[src/rtl/wb_block_master_if.sv]
// Bundled command, stream and Wishbone signals for wb_block_master.
// The master modport is the block itself; slave is the surrounding system.
interface wb_block_master_if #(
    parameter int unsigned LEN_WIDTH = 16
);
    logic                 cmd_start_i;
    logic                 cmd_write_i;
    logic [31:0]          cmd_addr_i;
    logic [LEN_WIDTH-1:0] cmd_len_i;
    logic                 busy_o;
    logic                 done_o;
    logic                 err_o;

    logic [31:0]          wr_data_i;
    logic                 wr_valid_i;
    logic                 wr_ready_o;
    logic [31:0]          rd_data_o;
    logic                 rd_valid_o;
    logic                 rd_ready_i;

    logic [31:0]          wb_adr_o;
    logic [31:0]          wb_dat_o;
    logic [31:0]          wb_dat_i;
    logic                 wb_cyc_o;
    logic                 wb_stb_o;
    logic [3:0]           wb_sel_o;
    logic                 wb_we_o;
    logic                 wb_ack_i;
    logic                 wb_err_i;

    modport master (
        input  cmd_start_i, cmd_write_i, cmd_addr_i, cmd_len_i,
        output busy_o, done_o, err_o,
        input  wr_data_i, wr_valid_i,
        output wr_ready_o,
        output rd_data_o, rd_valid_o,
        input  rd_ready_i,
        output wb_adr_o, wb_dat_o, wb_cyc_o, wb_stb_o, wb_sel_o, wb_we_o,
        input  wb_dat_i, wb_ack_i, wb_err_i
    );

    modport slave (
        output cmd_start_i, cmd_write_i, cmd_addr_i, cmd_len_i,
        input  busy_o, done_o, err_o,
        output wr_data_i, wr_valid_i,
        input  wr_ready_o,
        input  rd_data_o, rd_valid_o,
        output rd_ready_i,
        input  wb_adr_o, wb_dat_o, wb_cyc_o, wb_stb_o, wb_sel_o, wb_we_o,
        output wb_dat_i, wb_ack_i, wb_err_i
    );
endinterface

[src/rtl/wb_block_master.sv]
// Command-driven Wishbone classic master moving blocks of 32-bit words
// between the bus and valid/ready read/write streams.
module wb_block_master #(
    parameter int unsigned LEN_WIDTH = 16,
    parameter int unsigned TIMEOUT   = 255
) (
    input logic               wb_clk_i,
    input logic               wb_rst_i,
    wb_block_master_if.master bus
);
    localparam int unsigned TmoWidth = $clog2(TIMEOUT + 1);

    typedef enum logic [2:0] {
        StIdle,
        StFetch,
        StStrobe,
        StHold,
        StGap,
        StDone
    } state_e;

    state_e               state_q, state_d;
    logic [31:0]          addr_q, addr_d;
    logic [LEN_WIDTH-1:0] rem_q, rem_d;
    logic                 dir_q, dir_d;
    logic                 err_q, err_d;
    logic [TmoWidth-1:0]  tmo_q, tmo_d;
    logic [31:0]          wdat_q, wdat_d;
    logic [31:0]          rdat_q, rdat_d;

    always_comb begin
        state_d = state_q;
        addr_d  = addr_q;
        rem_d   = rem_q;
        dir_d   = dir_q;
        err_d   = err_q;
        tmo_d   = '0;
        wdat_d  = wdat_q;
        rdat_d  = rdat_q;
        case (state_q)
            StIdle: begin
                if (bus.cmd_start_i) begin
                    addr_d = {bus.cmd_addr_i[31:2], 2'b00};
                    rem_d  = bus.cmd_len_i;
                    dir_d  = bus.cmd_write_i;
                    err_d  = 1'b0;
                    if (bus.cmd_len_i == '0) begin
                        state_d = StDone;
                    end else if (bus.cmd_write_i) begin
                        state_d = StFetch;
                    end else begin
                        state_d = StStrobe;
                    end
                end
            end
            StFetch: begin
                if (bus.wr_valid_i) begin
                    wdat_d  = bus.wr_data_i;
                    state_d = StStrobe;
                end
            end
            StStrobe: begin
                // err wins over a simultaneous ack; errored read data never reaches the stream
                if (bus.wb_err_i) begin
                    err_d   = 1'b1;
                    state_d = StDone;
                end else if (bus.wb_ack_i) begin
                    if (!dir_q) begin
                        rdat_d = bus.wb_dat_i;
                    end
                    state_d = dir_q ? StGap : StHold;
                end else if (tmo_q == TmoWidth'(TIMEOUT - 1)) begin
                    err_d   = 1'b1;
                    state_d = StDone;
                end else begin
                    tmo_d = tmo_q + 1'b1;
                end
            end
            StHold: begin
                if (bus.rd_ready_i) begin
                    state_d = StGap;
                end
            end
            StGap: begin
                // Idle bus cycle swallows the repeated ack of registered-ack slaves
                rem_d  = rem_q - LEN_WIDTH'(1);
                addr_d = addr_q + 32'd4;
                if (rem_q == LEN_WIDTH'(1)) begin
                    state_d = StDone;
                end else begin
                    state_d = dir_q ? StFetch : StStrobe;
                end
            end
            StDone: begin
                state_d = StIdle;
            end
            default: begin
                state_d = StIdle;
            end
        endcase
    end

    always_ff @(posedge wb_clk_i or posedge wb_rst_i) begin
        if (wb_rst_i) begin
            state_q <= StIdle;
            addr_q  <= '0;
            rem_q   <= '0;
            dir_q   <= 1'b0;
            err_q   <= 1'b0;
            tmo_q   <= '0;
            wdat_q  <= '0;
            rdat_q  <= '0;
        end else begin
            state_q <= state_d;
            addr_q  <= addr_d;
            rem_q   <= rem_d;
            dir_q   <= dir_d;
            err_q   <= err_d;
            tmo_q   <= tmo_d;
            wdat_q  <= wdat_d;
            rdat_q  <= rdat_d;
        end
    end

    assign bus.busy_o     = (state_q != StIdle) && (state_q != StDone);
    assign bus.done_o     = (state_q == StDone);
    assign bus.err_o      = (state_q == StDone) && err_q;
    assign bus.wr_ready_o = (state_q == StFetch);
    assign bus.rd_valid_o = (state_q == StHold);
    assign bus.rd_data_o  = rdat_q;
    assign bus.wb_cyc_o   = (state_q == StStrobe);
    assign bus.wb_stb_o   = (state_q == StStrobe);
    assign bus.wb_sel_o   = (state_q == StStrobe) ? 4'hF : 4'h0;
    assign bus.wb_we_o    = (state_q == StStrobe) && dir_q;
    assign bus.wb_adr_o   = addr_q;
    assign bus.wb_dat_o   = wdat_q;

endmodule
[src/flat_wrapper.sv]
// flat-port wrapper written by rule: the top's interface ports become plain ports
module wb_block_master_flat 
#(
    parameter int unsigned LEN_WIDTH = 16,
    parameter int unsigned TIMEOUT   = 255
)
  (wb_clk_i, wb_rst_i, bus_cmd_start_i, bus_cmd_write_i, bus_cmd_addr_i, bus_cmd_len_i, bus_busy_o, bus_done_o, bus_err_o, bus_wr_data_i, bus_wr_valid_i, bus_wr_ready_o, bus_rd_data_o, bus_rd_valid_o, bus_rd_ready_i, bus_wb_adr_o, bus_wb_dat_o, bus_wb_cyc_o, bus_wb_stb_o, bus_wb_sel_o, bus_wb_we_o, bus_wb_dat_i, bus_wb_ack_i, bus_wb_err_i);
  wb_block_master_if #(.LEN_WIDTH(LEN_WIDTH)) bus_i ();
  input logic wb_clk_i;
  input logic wb_rst_i;
  input wire logic [$bits(bus_i.cmd_start_i)-1:0] bus_cmd_start_i;
  input wire logic [$bits(bus_i.cmd_write_i)-1:0] bus_cmd_write_i;
  input wire logic [$bits(bus_i.cmd_addr_i)-1:0] bus_cmd_addr_i;
  input wire logic [$bits(bus_i.cmd_len_i)-1:0] bus_cmd_len_i;
  output wire logic [$bits(bus_i.busy_o)-1:0] bus_busy_o;
  output wire logic [$bits(bus_i.done_o)-1:0] bus_done_o;
  output wire logic [$bits(bus_i.err_o)-1:0] bus_err_o;
  input wire logic [$bits(bus_i.wr_data_i)-1:0] bus_wr_data_i;
  input wire logic [$bits(bus_i.wr_valid_i)-1:0] bus_wr_valid_i;
  output wire logic [$bits(bus_i.wr_ready_o)-1:0] bus_wr_ready_o;
  output wire logic [$bits(bus_i.rd_data_o)-1:0] bus_rd_data_o;
  output wire logic [$bits(bus_i.rd_valid_o)-1:0] bus_rd_valid_o;
  input wire logic [$bits(bus_i.rd_ready_i)-1:0] bus_rd_ready_i;
  output wire logic [$bits(bus_i.wb_adr_o)-1:0] bus_wb_adr_o;
  output wire logic [$bits(bus_i.wb_dat_o)-1:0] bus_wb_dat_o;
  output wire logic [$bits(bus_i.wb_cyc_o)-1:0] bus_wb_cyc_o;
  output wire logic [$bits(bus_i.wb_stb_o)-1:0] bus_wb_stb_o;
  output wire logic [$bits(bus_i.wb_sel_o)-1:0] bus_wb_sel_o;
  output wire logic [$bits(bus_i.wb_we_o)-1:0] bus_wb_we_o;
  input wire logic [$bits(bus_i.wb_dat_i)-1:0] bus_wb_dat_i;
  input wire logic [$bits(bus_i.wb_ack_i)-1:0] bus_wb_ack_i;
  input wire logic [$bits(bus_i.wb_err_i)-1:0] bus_wb_err_i;
  assign bus_i.cmd_start_i = bus_cmd_start_i;
  assign bus_i.cmd_write_i = bus_cmd_write_i;
  assign bus_i.cmd_addr_i = bus_cmd_addr_i;
  assign bus_i.cmd_len_i = bus_cmd_len_i;
  assign bus_busy_o = bus_i.busy_o;
  assign bus_done_o = bus_i.done_o;
  assign bus_err_o = bus_i.err_o;
  assign bus_i.wr_data_i = bus_wr_data_i;
  assign bus_i.wr_valid_i = bus_wr_valid_i;
  assign bus_wr_ready_o = bus_i.wr_ready_o;
  assign bus_rd_data_o = bus_i.rd_data_o;
  assign bus_rd_valid_o = bus_i.rd_valid_o;
  assign bus_i.rd_ready_i = bus_rd_ready_i;
  assign bus_wb_adr_o = bus_i.wb_adr_o;
  assign bus_wb_dat_o = bus_i.wb_dat_o;
  assign bus_wb_cyc_o = bus_i.wb_cyc_o;
  assign bus_wb_stb_o = bus_i.wb_stb_o;
  assign bus_wb_sel_o = bus_i.wb_sel_o;
  assign bus_wb_we_o = bus_i.wb_we_o;
  assign bus_i.wb_dat_i = bus_wb_dat_i;
  assign bus_i.wb_ack_i = bus_wb_ack_i;
  assign bus_i.wb_err_i = bus_wb_err_i;
  wb_block_master #(.LEN_WIDTH(LEN_WIDTH), .TIMEOUT(TIMEOUT)) u_core (.wb_clk_i(wb_clk_i), .wb_rst_i(wb_rst_i), .bus(bus_i));
endmodule
[config.mk]
export PLATFORM = sky130hd
export DESIGN_NAME = wb_block_master_flat
export DESIGN_NICKNAME = d
export VERILOG_FILES = /design/src/rtl/wb_block_master_if.sv /design/src/rtl/wb_block_master.sv /design/src/flat_wrapper.sv
export SDC_FILE = /design/constraint.sdc
export NUM_CORES = 1
export LEC_CHECK = 0
export CORE_MARGIN = 3
export CORE_UTILIZATION = 48
export DETAILED_ROUTE_END_ITERATION = 10
export GPL_TIMING_DRIVEN = 0
export PLACE_DENSITY = 0.84
export SLEW_MARGIN = 20
export SYNTH_ARGS = -nofsm -noshare
export SYNTH_HDL_FRONTEND = slang
export SYNTH_SLANG_ARGS = --single-unit
[constraint.sdc]
create_clock -name wb_clk_i -period 13.3 [get_ports wb_clk_i]
set_clock_uncertainty 0.1 [all_clocks]
set_input_delay 3.325 -clock wb_clk_i [delete_from_list [all_inputs] [get_ports wb_clk_i]]
set_output_delay 3.325 -clock wb_clk_i [all_outputs]
set_load 0.02 [all_outputs]
Yosys cells after proc, flatten, opt, wreduce, memory -nomap -nowiden
Index checks and enable logic that the tools add are counted.
- register bits: 125
- bits of input ports: 120
- logic and storage cells: 67
- output and inout port bits: 108
- reduce and logical (&&, ||, !) cells: 14
- equality and inequality tests: 14
- bitwise gates (word level): 2
- $add $sub $neg: 3
- mux-type cells: 26
- operator list (cell ; count):
    one-hot mux 32 bit (2 select lines) ; 1
    adder 32 x 3 -> 32 bit, second input constant ; 1
    2-to-1 mux 32 bit ; 1
    2-to-1 mux 8 bit ; 4
    one-hot mux 16 bit (2 select lines) ; 1
    2-to-1 mux 3 bit ; 9
    equality test 16 x 1 -> 1 bit, second input constant ; 1
    zero test 16 bit ; 1
    2-to-1 mux 16 bit ; 1
    subtractor 16 x 1 -> 16 bit, second input constant ; 1
    one-hot mux 3 bit (5 select lines) ; 1
    AND reduction 4 bit ; 3
    adder 8 x 1 -> 8 bit, second input constant ; 1
    equality test 8 bit, second input constant ; 1
    equality test 3 x 2 -> 1 bit, second input constant ; 2
    equality test 3 bit, second input constant ; 2
    AND reduction 2 bit ; 3
    2-to-1 mux 1 bit ; 4
    2-to-1 mux 2 bit ; 2
    2-to-1 mux 4 bit ; 1
    inequality test 2 bit, second input constant ; 2
    inequality test 4 x 1 -> 1 bit, second input constant ; 1
    nonzero test 2 bit ; 2
    equality test 3 x 1 -> 1 bit, second input constant ; 1
    other kinds (9) ; 12

Depth between registers and ports, before layout
- depth in word-level cells: 5
- mapped depth: 8

Least setup slack after synthesis
Ideal clock, no wire load.
- path kind: register to output
- from: register u_core.state_q[1]
- to: output port bus_err_o
- data arrival time: 1.650 ns
- cell stages (with the launch flop): 5
- data required time: 9.875 ns
- path buffers: 2
- slack: 8.225 ns
- cells stage by stage: dfrtp_1 > buf_2 > clkbuf_1 > nor3b_1 > and2_1
- longest elaborated chain between the ends: 2
- ends and longest elaborated chain (item ; RTL line ; RTL):
    start, declared ; wb_block_master.sv:22 ; state_e state_q, state_d;
    start signal, assigned ; wb_block_master.sv:105 ; state_q <= StIdle;
    start signal, assigned ; wb_block_master.sv:114 ; state_q <= state_d;
    equality test 3 bit ; n/a ;
    via bus_done_o ; flat_wrapper.sv:16 ; output wire logic [$bits(bus_i.done_o)-1:0] bus_done_o;
    logical AND 1 bit ; wb_block_master.sv:127 ; assign bus.err_o = (state_q == StDone) && err_q;
    end, declared ; flat_wrapper.sv:17 ; output wire logic [$bits(bus_i.err_o)-1:0] bus_err_o;
The timed path passes the listed nets, and every way through them passes these cells.

Final worst setup path
- from: register u_core.state_q[1]
- to: output port bus_wb_stb_o
- longest elaborated chain between the ends: 1
- ends and longest elaborated chain (item ; RTL line ; RTL):
    equality test 3 x 2 -> 1 bit ; wb_block_master.sv:132 ; assign bus.wb_stb_o = (state_q == StStrobe);
    end, declared ; flat_wrapper.sv:27 ; output wire logic [$bits(bus_i.wb_stb_o)-1:0] bus_wb_stb_o;
Every way passes these cells.

==> impl_metrics.csv <==
group,metric,value,unit
logic_synthesis,synth_top_cell_by_area,"sky130_fd_sc_hd__dfrtp_1",
clocking,clock-sinks,123,
critical_path,worst-path-buf-inv,4,
global_route,antenna_found_initial,0,
place,gp_routability_congestion,0.8701,
timing,post-route-min-period,5920,ps
timing,rsz_0062_raised_after_global_routing,"no",
floorplanning,dieWidth,116.4,um
place,port-buffer-count,223,
critical_path,crit_required,9880,ps
global_route,grt_overflow,0,
power,power.total,2.237,mW
global_route,gr-usage-met2,48.51,%
floorplanning,initial_core_utilization,50.20,%
layout,final_net_count,911,
route,detail_route.first_pass.iterations,5,
clocking,insertion_delay,420,ps
timing,achievable-frequency,168.9,MHz
floorplanning,design.core.area,0.01166,sq mm
critical_path,crit_path_max_incr_delay,640,ps
worst_hold_path,hold_path_class,"register to register",
logic_synthesis,post_synth_num_cell_types,59,
layout,layout.filler_cells,765,
route,finalWirelength,19310,um
layout,drive_gt1_share,14.93,%
timing,layout_worst_path_cycle_share,44.51,%
status,status,"complete, no violations",
layout,synthToLayoutAreaGrowth,52.23,%
power,power_per_cell_area,251.1,mW/mm^2
timing,worst_slack,7380,ps
clocking,cells_resized_by_post_cts_repair,0,
global_route,grtUsageMet1,33.02,%
global_route,grt_first_pass_wirelength,29230,um
power,vdd_drop_max,0.1437,mV
timing,final.setup.tns,0,ps
critical_path,path_max_fanout,10,
layout,insertedDiodeCount,0,
clocking,ctsRootBufferMaster,"sky130_fd_sc_hd__clkbuf_16",
timing,setup_viol_count_final,0,
route,route.vias.total,5437,
critical_path,crit_path_cell_chain,"buf_2 > clkbuf_1 > and2_1 > buf_4 > clkdlybuf4s50_1",
logic_synthesis,postSynth.asyncResetShare,100.0,%
flow_run,maximum_capacitance_violations,0,
global_route,top_usage_layer,"met2",
logic_synthesis,number_of_synthesized_flops_with_an_enable_pin,0,
route,drt_drc_violations_left,0,
critical_path,critPathKind,"register to primary output",
clocking,tritoncts.num_buffers,17,
logic_synthesis,synthesis.area,0.005854,sq mm
logic_synthesis,ys.flop_type,"sky130_fd_sc_hd__dfrtp_1",
route,detail_route.vias_per_cell,5.784,
critical_path,cp_top_family,"buffers and inverters",
clocking,postCtsSetupBuffers,0,
route,antenna_left,0,
clocking,clkTransAtPathRegs,50,ps
clocking,post_cts_hold_buffer_count,0,
logic_synthesis,ys_warn_count,0,
floorplanning,io_pins,228,
global_route,met3_usage_grt,9.689,%
timing,finalHoldViolations,0,
global_route,grt.total_usage,28.42,%
global_route,first_global_vias,5508,
logic_synthesis,synth_top_cell_area_share,52.58,%
logic_synthesis,synth.most_common_cell,"sky130_fd_sc_hd__dfrtp_1",
route,routed_wire_length_per_instance,20.54,um
place,preCtsSetupSlack,7820,ps
logic_synthesis,synth_instances,542,
logic_synthesis,synth-seq-cells,123,
global_route,grt_max_degree,75,
critical_path,critical-path-slowest-cell,"sky130_fd_sc_hd__clkdlybuf4s50_1",
timing,headroom_to_the_max_slew_limit,52.99,%
logic_synthesis,post_synth_main_area_contributors,"sky130_fd_sc_hd__dfrtp_1, sky130_fd_sc_hd__mux2_2, sky130_fd_sc_hd__nand2_1",
place,dp_hpwl,14120,um
critical_path,critical_path_arrival,2500,ps
logic_synthesis,synth_common_cells,"sky130_fd_sc_hd__dfrtp_1, sky130_fd_sc_hd__mux2_2, sky130_fd_sc_hd__nand2_1",
critical_path,critPathCaptureType,"primary output",
floorplanning,fp-row-count,39,
timing,worst-slew-pin-transition,705.1,ps
floorplanning,fp.dieH,116.4,um
critical_path,cp-start-kind,"register",
floorplanning,die_area,0.01356,sq mm
clocking,clock_tree.htree_level_count,4,
logic_synthesis,post_syn_area_per_cell,10.80,sq um
logic_synthesis,ys_seq_area_share,52.58,%
timing,slew_viol_final,0,
clocking,cts-root-to-sink-buffers,2,
clocking,cts_tree,"done",
route,first_iter_violations,376,
power,p_leak,3.673,nW
flip-flops by register name (all words and copies together) (netlist names):
name                  cells
u_core.bus.wb_dat_o      32
u_core.tmo_q              8
u_core.err_q              1
u_core.rem_q             16
u_core.dir_q              1
u_core.bus.wb_adr_o      30
u_core.bus.rd_data_o     32
u_core.state_q            3
through the flow:
stage,cell area [sq um],std cells,hold slack [ps],utilization (%)
floorplan,5858,543,339.0,-
global placement,8269,909,366.4,70.90
detailed placement,8302,910,377.1,71.18
CTS,8912,940,381.7,76.42
global route,8912,940,403.3,76.42
finish,8912,940,387.5,76.42
final timing paths:
kind                              startpoint                  endpoint  slack, ps  cells past startpoint
min in group asynchronous           wb_rst_i  u_core.bus.rd_data_o[31]       3210                      2
min reg2reg                 u_core.rem_q[12]          u_core.rem_q[12]        390                      1
min                         u_core.rem_q[12]          u_core.rem_q[12]        390                      1
max reg2reg                u_core.state_q[1]           u_core.rem_q[7]      10910                      7
max                        u_core.state_q[1]              bus_wb_stb_o       7380                      5
max in group asynchronous           wb_rst_i           u_core.rem_q[8]       9150                      3
placed cells by master, fill, tap and decap left out, types with 8 or more instances in the layout:
| cell type | synthesis | routed |
|---|---|---|
| sky130_fd_sc_hd__a21oi_1 | 16 | 16 |
| sky130_fd_sc_hd__and2_1 | 9 | 9 |
| sky130_fd_sc_hd__buf_2 | 9 | 9 |
| sky130_fd_sc_hd__clkbuf_1 | 16 | 17 |
| sky130_fd_sc_hd__clkbuf_16 | 0 | 17 |
| sky130_fd_sc_hd__clkdlybuf4s50_1 | 0 | 223 |
| sky130_fd_sc_hd__dfrtp_1 | 123 | 123 |
| sky130_fd_sc_hd__inv_1 | 10 | 9 |
| sky130_fd_sc_hd__mux2_2 | 64 | 64 |
| sky130_fd_sc_hd__nand2_1 | 56 | 56 |
| sky130_fd_sc_hd__nand3_1 | 26 | 26 |
| sky130_fd_sc_hd__nand4_1 | 15 | 15 |
| sky130_fd_sc_hd__nor2_1 | 44 | 44 |
| sky130_fd_sc_hd__nor3_1 | 11 | 11 |
| sky130_fd_sc_hd__o211ai_1 | 18 | 18 |
| sky130_fd_sc_hd__o21ai_0 | 12 | 12 |
| sky130_fd_sc_hd__or3_1 | 8 | 8 |
per-layer routing:
metal  routed length (um)  vias to the layer above
li1                     -                     2479
met1                 7385                     2653
met2                 9562                      257
met3                 1789                       48
met4                  569                        0
met5                    0                        -
final cells by class:
type	instances	area (sq um)	share of cell area (%)
buffer	33	162.7	1.825
clock buffer	23	498.0	5.588
clock inverter	7	112.6	1.264
inverter	10	42.54	0.4773
multi-input combinational	377	2580	28.95
sequential	123	3078	34.54
tap	143	178.9	2.008
timing repair buffer	224	2260	25.35
worst reg2reg max path, stage by stage, from the launching register on:
cell,delay [ps]
sky130_fd_sc_hd__dfrtp_1,400
sky130_fd_sc_hd__buf_2,190
sky130_fd_sc_hd__nor3_1,350
sky130_fd_sc_hd__and2_1,190
sky130_fd_sc_hd__clkbuf_1,200
sky130_fd_sc_hd__clkbuf_1,570
sky130_fd_sc_hd__nand2_1,150
sky130_fd_sc_hd__o311ai_0,130
report_power, final:
| part | internal (mW) | switching (mW) | total, mW | leakage [nW] |
|---|---|---|---|---|
| combinational | 0.512 | 0.557 | 1.07 | 1.89 |
| sequential | 0.550 | 0.142 | 0.691 | 1.49 |
| clock | 0.316 | 0.161 | 0.477 | 0.301 |
cells by family (layout without fill, tap and decap cells):
family / Yosys count / in the layout / synth area share [%]
xor gates and xnor gates: 6 / 6 / 0.8976
muxes: 66 / 66 / 12.65
adders and majority gates: 5 / 5 / 1.069
AOI/OAI and AO/OA: 96 / 96 / 11.86
other: 1 / 2 / 0.06405
buffers and inverters: 43 / 297 / 3.419
DFF: 123 / 123 / 52.58
and+or+nand+nor: 202 / 202 / 17.46
Power figures use the tool's default switching activity.
